===== config.mk =====
export PLATFORM = sky130hd
export DESIGN_NAME = execute_writeback
export DESIGN_NICKNAME = d
export VERILOG_FILES = /design/src/rtl/execute_writeback.sv
export SDC_FILE = /design/constraint.sdc
export NUM_CORES = 1
export LEC_CHECK = 0
export CAP_MARGIN = 10
export CORE_ASPECT_RATIO = 0.7
export CORE_MARGIN = 3
export CORE_UTILIZATION = 56
export DETAILED_ROUTE_END_ITERATION = 6
export PLACE_DENSITY = 0.83
export SYNTH_ARGS = -nofsm -noshare
export SYNTH_HDL_FRONTEND = slang
export SYNTH_SLANG_ARGS = --single-unit

===== constraint.sdc =====
create_clock -name clk -period 3.2 [get_ports clk]
set_clock_uncertainty 0.2 [all_clocks]
set_input_delay 0.64 -clock clk [delete_from_list [all_inputs] [get_ports clk]]
set_output_delay 0.64 -clock clk [all_outputs]
set_load 0.01 [all_outputs]

===== src/rtl/execute_writeback.sv =====
`default_nettype none
// ============================================================================
// Module   : execute_writeback
// Brief    : Execute stage. Single-cycle ALU with conditional writeback to
//            r0..r13, jumps via R14, overflow register R15 and {C,N,Z} flags.
//            Optional iterative MUL/DIV engine, enabled by the macro
//            EXECUTE_MULDIV_EN. Without it, opcodes 10/11 are illegal and
//            stall is tied low.
// Revision : 1.0 - initial release
// ============================================================================
module execute_writeback #(
  parameter int WIDTH = 32
) (
  input  logic             clk,
  input  logic             rst,
  input  logic [31:0]      instr,
  input  logic [WIDTH-1:0] aval,
  input  logic [WIDTH-1:0] bval,
  output logic             stall,
  output logic             wr_en,
  output logic [3:0]       wr_addr,
  output logic [WIDTH-1:0] wr_data,
  output logic [WIDTH-1:0] overflow,
  output logic [2:0]       flags,
  output logic             pc_load,
  output logic [WIDTH-1:0] pc_target,
  output logic             illegal
);

  localparam int SHW = $clog2(WIDTH);

  localparam logic [4:0] c_OP_NOP = 5'd0;
  localparam logic [4:0] c_OP_MOV = 5'd1;
  localparam logic [4:0] c_OP_ADD = 5'd2;
  localparam logic [4:0] c_OP_SUB = 5'd3;
  localparam logic [4:0] c_OP_AND = 5'd4;
  localparam logic [4:0] c_OP_OR  = 5'd5;
  localparam logic [4:0] c_OP_XOR = 5'd6;
  localparam logic [4:0] c_OP_SHL = 5'd7;
  localparam logic [4:0] c_OP_SHR = 5'd8;
  localparam logic [4:0] c_OP_SRA = 5'd9;

  // Instruction fields
  logic [4:0]       w_opc;
  logic [3:0]       w_rc;
  logic [2:0]       w_cond;
  logic             w_cmp;
  logic             w_cond_ok;
  logic [SHW-1:0]   w_sh;

  assign w_opc  = instr[12:8];
  assign w_rc   = instr[7:4];
  assign w_cond = instr[3:1];
  assign w_cmp  = instr[0];
  assign w_sh   = bval[SHW-1:0];

  // Single-cycle ALU results
  logic [WIDTH:0]   w_sum;
  logic [WIDTH:0]   w_dif;
  logic [WIDTH-1:0] w_alu_res;
  logic             w_alu_c;
  logic             w_alu_aux_en;
  logic [WIDTH-1:0] w_alu_aux;
  logic             w_alu_valid;
  logic             w_illegal_op;

  // Common commit bus (from ALU or from the finishing MUL/DIV)
  logic             w_commit;
  logic [WIDTH-1:0] w_cmt_res;
  logic [WIDTH-1:0] w_cmt_aux;
  logic             w_cmt_aux_en;
  logic             w_cmt_c;
  logic             w_cmt_cmp;
  logic [3:0]       w_cmt_rc;
  logic             w_ill;

  // Hooks to the multi-cycle engine
  logic             w_idle;
  logic             w_fin;
  logic [WIDTH-1:0] w_fin_res;
  logic [WIDTH-1:0] w_fin_aux;
  logic             w_fin_cmp;
  logic [3:0]       w_fin_rc;

  assign w_sum = {1'b0, aval} + {1'b0, bval};
  assign w_dif = {1'b0, aval} - {1'b0, bval};

  // Condition code evaluated against the current {C,N,Z} flags
  always_comb begin
    w_cond_ok = 1'b0;
    case (w_cond)
      3'd0:    w_cond_ok = 1'b1;
      3'd1:    w_cond_ok = flags[0];
      3'd2:    w_cond_ok = ~flags[0];
      3'd3:    w_cond_ok = flags[1];
      3'd4:    w_cond_ok = ~flags[1];
      3'd5:    w_cond_ok = flags[2];
      3'd6:    w_cond_ok = ~flags[2];
      default: w_cond_ok = 1'b0;
    endcase
  end

`ifdef EXECUTE_MULDIV_EN
  localparam logic [4:0] c_OP_MUL = 5'd10;
  localparam logic [4:0] c_OP_DIV = 5'd11;
  localparam int         CNTW     = $clog2(WIDTH);

  typedef enum logic [0:0] {
    S_IDLE = 1'b0,
    S_BUSY = 1'b1
  } state_t;

  state_t           r_state;
  state_t           w_state_nx;
  logic [CNTW-1:0]  r_cnt;
  logic [WIDTH-1:0] r_acc;
  logic [WIDTH-1:0] r_mq;
  logic [WIDTH-1:0] r_opb;
  logic             r_is_div;
  logic             r_cmp;
  logic [3:0]       r_rc;
  logic             w_is_muldiv;
  logic             w_start;
  logic             w_last;
  logic [WIDTH:0]   w_mul_sum;
  logic [WIDTH:0]   w_div_shift;
  logic [WIDTH+1:0] w_div_trial;
  logic [WIDTH-1:0] w_it_acc;
  logic [WIDTH-1:0] w_it_mq;
  logic             w_unused;

  assign w_unused  = ^{instr[31:13], w_div_trial[WIDTH]};
  assign w_idle    = (r_state == S_IDLE);
  assign w_start   = w_idle && w_cond_ok && w_is_muldiv;
  assign w_last    = (r_state == S_BUSY) && (r_cnt == CNTW'(WIDTH - 1));
  // Gated by rst so decode is released the instant reset asserts
  assign stall     = rst && ((r_state == S_BUSY) || w_start);

  assign w_fin     = w_last;
  assign w_fin_res = w_it_mq;
  assign w_fin_aux = w_it_acc;
  assign w_fin_cmp = r_cmp;
  assign w_fin_rc  = r_rc;

  // One shift-add (MUL) or restoring-subtract (DIV) step; acc holds the
  // product high word / remainder, mq holds the product low word / quotient
  always_comb begin
    w_mul_sum   = {1'b0, r_acc} + (r_mq[0] ? {1'b0, r_opb} : '0);
    w_div_shift = {r_acc, r_mq[WIDTH-1]};
    w_div_trial = {1'b0, w_div_shift} - {2'b00, r_opb};
    w_it_acc    = w_mul_sum[WIDTH:1];
    w_it_mq     = {w_mul_sum[0], r_mq[WIDTH-1:1]};
    if (r_is_div) begin
      if (!w_div_trial[WIDTH+1]) begin
        w_it_acc = w_div_trial[WIDTH-1:0];
        w_it_mq  = {r_mq[WIDTH-2:0], 1'b1};
      end else begin
        w_it_acc = w_div_shift[WIDTH-1:0];
        w_it_mq  = {r_mq[WIDTH-2:0], 1'b0};
      end
    end
  end

  // FSM next state: start on an accepted MUL/DIV, finish after WIDTH steps
  always_comb begin
    w_state_nx = r_state;
    case (r_state)
      S_IDLE:  if (w_start) w_state_nx = S_BUSY;
      S_BUSY:  if (w_last)  w_state_nx = S_IDLE;
      default: w_state_nx = S_IDLE;
    endcase
  end

  // FSM state register and iteration datapath
  always_ff @(posedge clk or negedge rst) begin
    if (!rst) begin
      r_state  <= S_IDLE;
      r_cnt    <= '0;
      r_acc    <= '0;
      r_mq     <= '0;
      r_opb    <= '0;
      r_is_div <= 1'b0;
      r_cmp    <= 1'b0;
      r_rc     <= '0;
    end else begin
      r_state <= w_state_nx;
      if (w_start) begin
        r_cnt    <= '0;
        r_acc    <= '0;
        r_mq     <= aval;
        r_opb    <= bval;
        r_is_div <= (w_opc == c_OP_DIV);
        r_cmp    <= w_cmp;
        r_rc     <= w_rc;
      end else if (r_state == S_BUSY) begin
        r_cnt <= r_cnt + 1'b1;
        r_acc <= w_it_acc;
        r_mq  <= w_it_mq;
      end
    end
  end
`else
  logic w_unused;

  assign w_unused  = ^instr[31:13];
  assign w_idle    = 1'b1;
  assign stall     = 1'b0;
  assign w_fin     = 1'b0;
  assign w_fin_res = '0;
  assign w_fin_aux = '0;
  assign w_fin_cmp = 1'b0;
  assign w_fin_rc  = '0;
`endif

  // Opcode decode into a result, carry and optional implicit overflow value
  always_comb begin
    w_alu_res    = '0;
    w_alu_c      = 1'b0;
    w_alu_aux_en = 1'b0;
    w_alu_aux    = '0;
    w_alu_valid  = 1'b1;
    w_illegal_op = 1'b0;
`ifdef EXECUTE_MULDIV_EN
    w_is_muldiv  = 1'b0;
`endif
    case (w_opc)
      c_OP_NOP: w_alu_valid = 1'b0;
      c_OP_MOV: w_alu_res = bval;
      c_OP_ADD: begin
        w_alu_res    = w_sum[WIDTH-1:0];
        w_alu_c      = w_sum[WIDTH];
        w_alu_aux_en = 1'b1;
        w_alu_aux    = WIDTH'(w_sum[WIDTH]);
      end
      c_OP_SUB: begin
        w_alu_res    = w_dif[WIDTH-1:0];
        w_alu_c      = w_dif[WIDTH];
        w_alu_aux_en = 1'b1;
        w_alu_aux    = WIDTH'(w_dif[WIDTH]);
      end
      c_OP_AND: w_alu_res = aval & bval;
      c_OP_OR:  w_alu_res = aval | bval;
      c_OP_XOR: w_alu_res = aval ^ bval;
      c_OP_SHL: w_alu_res = aval << w_sh;
      c_OP_SHR: w_alu_res = aval >> w_sh;
      c_OP_SRA: w_alu_res = $signed(aval) >>> w_sh;
`ifdef EXECUTE_MULDIV_EN
      c_OP_MUL, c_OP_DIV: begin
        w_alu_valid = 1'b0;
        w_is_muldiv = 1'b1;
      end
`endif
      default: begin
        w_alu_valid  = 1'b0;
        w_illegal_op = 1'b1;
      end
    endcase
  end

  // Select what retires this cycle: a finishing MUL/DIV has priority, and
  // new instructions are only looked at while idle
  always_comb begin
    w_commit     = 1'b0;
    w_cmt_res    = '0;
    w_cmt_aux    = '0;
    w_cmt_aux_en = 1'b0;
    w_cmt_c      = 1'b0;
    w_cmt_cmp    = 1'b0;
    w_cmt_rc     = '0;
    w_ill        = 1'b0;
    if (w_fin) begin
      w_commit     = 1'b1;
      w_cmt_res    = w_fin_res;
      w_cmt_aux    = w_fin_aux;
      w_cmt_aux_en = 1'b1;
      w_cmt_cmp    = w_fin_cmp;
      w_cmt_rc     = w_fin_rc;
    end else if (w_idle) begin
      w_ill = w_illegal_op;
      if (w_cond_ok && w_alu_valid) begin
        w_commit     = 1'b1;
        w_cmt_res    = w_alu_res;
        w_cmt_aux    = w_alu_aux;
        w_cmt_aux_en = w_alu_aux_en;
        w_cmt_c      = w_alu_c;
        w_cmt_cmp    = w_cmp;
        w_cmt_rc     = w_rc;
      end
    end
  end

  // Registered strobes (single-cycle pulses), flags and R15
  always_ff @(posedge clk or negedge rst) begin
    if (!rst) begin
      wr_en     <= 1'b0;
      wr_addr   <= '0;
      wr_data   <= '0;
      pc_load   <= 1'b0;
      pc_target <= '0;
      illegal   <= 1'b0;
      overflow  <= '0;
      flags     <= '0;
    end else begin
      wr_en     <= 1'b0;
      wr_addr   <= '0;
      wr_data   <= '0;
      pc_load   <= 1'b0;
      pc_target <= '0;
      illegal   <= w_ill;
      if (w_commit) begin
        if (w_cmt_cmp) begin
          flags <= {w_cmt_c, w_cmt_res[WIDTH-1], (w_cmt_res == '0)};
        end else begin
          if (w_cmt_rc == 4'd15) begin
            overflow <= w_cmt_res;
          end else begin
            if (w_cmt_aux_en) overflow <= w_cmt_aux;
            if (w_cmt_rc == 4'd14) begin
              pc_load   <= 1'b1;
              pc_target <= w_cmt_res;
            end else begin
              wr_en   <= 1'b1;
              wr_addr <= w_cmt_rc;
              wr_data <= w_cmt_res;
            end
          end
        end
      end
    end
  end

endmodule
`default_nettype wire


==> flow_metrics.env, run 1 <==
export IMPL_run_status="stopped before the end"
export IMPL_stop_stage="4_1_cts"
export IMPL_error="[ERROR DPL-0038] Utilization greater than 100%, impossible to legalize"
export IMPL_seq_area_frac_synth_pct=20.74
export IMPL_hold_buffers=0
export IMPL_synth_top_area_cell="dfrtp_1"
export IMPL_clockBufferDepth=2
export IMPL_ys_ff_latch=106
export IMPL_synth_distinct_cells=90
export IMPL_syn_inst=1641
export IMPL_cts_made_buffers=9
export IMPL_ys_flop_type="dfrtp_1"
export IMPL_yosys_warnings=0
export IMPL_cts_root_buf="clkbuf_16"
export IMPL_cts_sinks=106
export IMPL_cts_setup_buffers=133
export IMPL_place_ws_ps=-1914
export IMPL_die_width_um=186.6
export IMPL_gp_congestion=1.294
export IMPL_portBuffers=184
export IMPL_std_cell_rows=45
export IMPL_async_flop_share_pct=100.0
export IMPL_floorplan_initialDensity_pct=57.96
export IMPL_syn_avg_cell_area_um2=7.795
export IMPL_yosys_area_top_type_share_pct=20.74
export IMPL_cts_resized=601
export IMPL_syn_area_mm2=0.01279
export IMPL_synth_area_leaders="dfrtp_1, ha_1, mux4_2"
export IMPL_fp_dieH_um=132.5
export IMPL_io_pins=205
export IMPL_hpwl_um=56330
export IMPL_h_tree_depth=3
export IMPL_syn_num_nets=1847
export IMPL_synth_enable_flop_cells=0
cells in the mapped netlist, drive strengths merged (18+ instances only):
| cell | number |
|---|---|
| ha | 106 |
| a211oi | 23 |
| inv | 97 |
| nor3 | 37 |
| nand3 | 44 |
| nand2 | 165 |
| a21oi | 108 |
| clkbuf | 84 |
| mux4 | 29 |
| a221oi | 19 |
| mux2i | 62 |
| o211ai | 28 |
| and2 | 18 |
| dfrtp | 106 |
| nor2 | 171 |
| mux2 | 25 |
| buf | 36 |
| o22ai | 19 |
| o21ai | 112 |
cells by family after synthesis:
logic type	after synthesis	share of synthesized area [%]
buf+inv	218	6.954
compound gates	526	28.31
fa+ha+maj	108	10.68
flops	106	20.74
simple gates	548	19.90
other cells	1	0.02931
mux	116	12.16
xor+xnor	18	1.232
stage by stage:
step           utilization, %  std cells  cell area [um2]  hold slack [ps]
2_1_floorplan               -       1641            13300            144.4
3_3_place_gp            88.87       2630            19620            262.5
3_5_place_dp            88.87       2630            19620            279.4
==> run 2, diff against run 1 <==
--- a/config.mk
+++ b/config.mk
@@ -6,11 +6,10 @@
 export NUM_CORES = 1
 export LEC_CHECK = 0
 export CAP_MARGIN = 10
-export CORE_ASPECT_RATIO = 0.7
 export CORE_MARGIN = 3
-export CORE_UTILIZATION = 56
+export CORE_UTILIZATION = 40
 export DETAILED_ROUTE_END_ITERATION = 6
-export PLACE_DENSITY = 0.83
+export PLACE_DENSITY_LB_ADDON = 0.15
 export SYNTH_ARGS = -nofsm -noshare
 export SYNTH_HDL_FRONTEND = slang
 export SYNTH_SLANG_ARGS = --single-unit
==> run 2 against run 1 <==
- the flow now finishes, with violations (setup timing)
- synthesized cell count did not move
- synthesized area stayed put
==> flow_metrics.env, run 2 <==
export IMPL_std_cell_rows=64
export IMPL_floorplan_initialDensity_pct=41.17
export IMPL_gp_congestion=1.101
export IMPL_cp_top_family="simple AND/OR/NAND/NOR gates"
export IMPL_drt_iter0_markers=1511
export IMPL_crit_chain="buf_8, buf_12, buf_6, buf_6, mux4_2, mux2_2, and2_1, nor3_1, buf_4, o2111a_1, and4_4, or4b_4, or4_4, o21ai_2"
export IMPL_seq_area_frac_synth_pct=20.74
export IMPL_syn_inst=1641
export IMPL_synth_compound_area_share_pct=28.31
export IMPL_worst_path_stages=14
export IMPL_run_status="finished with violations"
export IMPL_syn_num_nets=1847
export IMPL_synth_fa_ha_area_share_pct=10.68
export IMPL_h_tree_depth=3
export IMPL_fill_cells=2452
export IMPL_wire_per_inst_um=23.92
export IMPL_drt_pass1_iter_count=6
export IMPL_overflow=0
export IMPL_synth_distinct_cells=90
export IMPL_finalCriticalPeriod_ps=4184
export IMPL_power_density_mw_per_mm2=255.7
export IMPL_crit_path_end_kind="flop"
export IMPL_layout_common_cells="buf_4, nand2_1, nor2_1, clkdlybuf4s50_1, dfrtp_1"
export IMPL_synth_enable_flop_cells=0
export IMPL_final_common_cell="buf_4"
export IMPL_ys_flop_type="dfrtp_1"
export IMPL_layout_nets=2622
export IMPL_synth_top_area_cell="dfrtp_1"
export IMPL_max_freq_mhz=239.0
export IMPL_setup_viol=45
export IMPL_dieArea_mm2=0.03416
export IMPL_wirelength_um=67360
export IMPL_placedCellCount=2727
export IMPL_portBuffers=184
export IMPL_yosys_warnings=0
export IMPL_slowest_delay_ps=530
export IMPL_synth_common_cells="nor2_1, nand2_1, o21ai_0"
export IMPL_hold_viol=0
export IMPL_syn_area_mm2=0.01279
export IMPL_clockBufferDepth=2
export IMPL_cts_root_buf="clkbuf_16"
export IMPL_fin_cells=2816
export IMPL_synth_area_leaders="dfrtp_1, ha_1, mux4_2"
export IMPL_grt_pass1_vias=16670
export IMPL_place_ws_ps=-1834
export IMPL_violations="setup timing"
export IMPL_rr_worst_depth=9
export IMPL_cts_made_buffers=9
export IMPL_setup_slack_ps=-983.6
export IMPL_cts_sinks=106
export IMPL_fin_crit_sh_pct=130.7
export IMPL_rsz0062_at_grt="true"
export IMPL_design_core_area_mm2=0.03107
export IMPL_worst_skew_pair_late_latency_ps=330
export IMPL_die_width_um=184.8
export IMPL_viasPerCell=6.127
export IMPL_yosys_area_top_type_share_pct=20.74
export IMPL_start_kind="input port"
export IMPL_worstPathArrival_ps=4250
export IMPL_yosys_area_share_simple_pct=19.90
export IMPL_critPathSlowestCell="mux4_2"
export IMPL_drc=0
export IMPL_grt_pass1_wl_um=98910
export IMPL_min_path_type="input port to asynchronous set/reset pin"
export IMPL_tightest_slew_ps=729.9
export IMPL_drv_cap=0
export IMPL_hold_buffers=0
export IMPL_fp_dieH_um=184.8
export IMPL_area_growth_pct=75.01
export IMPL_path_clk_slew_ps=70
export IMPL_diodes=0
export IMPL_postRouteAntennaNets=0
export IMPL_finalMaxSlewViolations=0
export IMPL_cp_common_cell="buf_6"
export IMPL_post_route_util_pct=72.06
export IMPL_synth_top_family_by_area="compound AO/OA/AOI/OAI gates"
export IMPL_slew_headroom_pct=51.04
export IMPL_synth_xor_area_share_pct=1.232
export IMPL_peakVddDrop_v=0.0002821
export IMPL_antenna_found_initial=1
export IMPL_worstPathBufferInverterCount=5
export IMPL_crit_type="input port to flop"
export IMPL_top_regs="overflow: 32 flops, pc_target: 32 flops, wr_data: 32 flops"
export IMPL_async_flop_share_pct=100.0
export IMPL_ys_ff_latch=106
export IMPL_synth_most_common_cell="nor2_1"
export IMPL_grt_max_degree=56
export IMPL_vias=17250
export IMPL_power_leakage_uw=0.01014
export IMPL_yosys_mux_area_fraction_pct=12.16
export IMPL_layout_drive_gt1_share_pct=45.91
export IMPL_syn_avg_cell_area_um2=7.795
export IMPL_hpwl_um=53830
export IMPL_required_ps=3270
export IMPL_cts_tree="yes"
export IMPL_track_usage_pct=37.71
export IMPL_io_pins=205
export IMPL_crit_path_max_fanout=11
==> run 2: cell counts after synthesis <==
No cell type changed its count.
==> run 2: what timing repair did <==
item                                   CTS  global route
endpoints found under the hold margin    0             0
setup buffers                           59            32
pin swaps                              101            97
resized for setup                      392           211
gates cloned                             1             0
setup endpoints to repair               97            82
==> run 2: worst register-to-register path, delay by kind of cell, from the launching register on <==
kind,cells,cell delay (ps)
compound gates,3,530
flops,1,440
simple gates,6,1810
==> run 2: cell families (layout without fill, tap and decap cells) <==
family / count (synthesis) / count (layout)
buffers and inverters: 218 / 997
adders and majority gates: 108 / 108
muxes: 116 / 116
and+or+nand+nor: 548 / 548
xor gates and xnor gates: 18 / 18
DFF: 106 / 106
AOI/OAI and AO/OA: 526 / 526
other: 1 / 1
==> run 2: stage by stage <==
step	hold WS, ps	power, uW	instance area, um2	setup TNS (ps)
CTS	144.8	5437	21440	-15240
global route	182.0	5953	22390	-18140
global placement	263.7	4075	19810	-90520
floorplan	144.4	2639	13300	-14470
finish	132.9	5724	22390	-14980
detailed placement	276.3	4101	19810	-92590
==> run 2: area by class of cell <==
class / count / area (um2) / area share, %
clock buffers: 11 / 242.7 / 1.084
inverters: 98 / 440.4 / 1.967
clock inverters: 4 / 51.30 / 0.2291
flip-flops and latches: 106 / 2653 / 11.85
repair buffers: 884 / 7461 / 33.33
well taps: 396 / 495.5 / 2.213
multi-input cells: 1317 / 11040 / 49.33
==> run 2: final timing paths <==
| path | start | slack, ps | to |
|---|---|---|---|
| max | bval[0] | -980 | flags[0]$_DFFE_PN0P_ |
| min | rst | 130 | wr_data[8]$_DFF_PN0_ |
| max reg2reg | flags[2]$_DFFE_PN0P_ | 170 | flags[0]$_DFFE_PN0P_ |
| min reg2reg | overflow[29]$_DFFE_PN0P_ | 290 | overflow[29]$_DFFE_PN0P_ |
| max in group asynchronous | rst | 1970 | pc_target[29]$_DFF_PN0_ |
| min in group clk | overflow[29]$_DFFE_PN0P_ | 290 | overflow[29]$_DFFE_PN0P_ |
==> run 2: where the power goes <==
part           leakage (uW)  switching, uW  internal (uW)  total (uW)
clock              0.000142            451            625        1080
combinational       0.00852           1690           1580        3260
sequential          0.00147           20.9           1360        1380
==> run 2: layer usage <==
metal | global-route usage, % | routed length (um)
met1 | 49.47 | 26630
met2 | 60.58 | 30340
met3 | 5.833 | 6026
met4 | 18.91 | 4350
met5 | 0 | 19
Power figures use the tool's default switching activity.
==> run 3, diff against run 2 <==
--- a/config.mk
+++ b/config.mk
@@ -9,6 +9,7 @@
 export CORE_MARGIN = 3
 export CORE_UTILIZATION = 40
 export DETAILED_ROUTE_END_ITERATION = 6
+export HOLD_SLACK_MARGIN = 0.05
 export PLACE_DENSITY_LB_ADDON = 0.15
 export SYNTH_ARGS = -nofsm -noshare
 export SYNTH_HDL_FRONTEND = slang
==> results of run 3 <==
The final DEF is identical to that of run 2; final timing and power are the same.
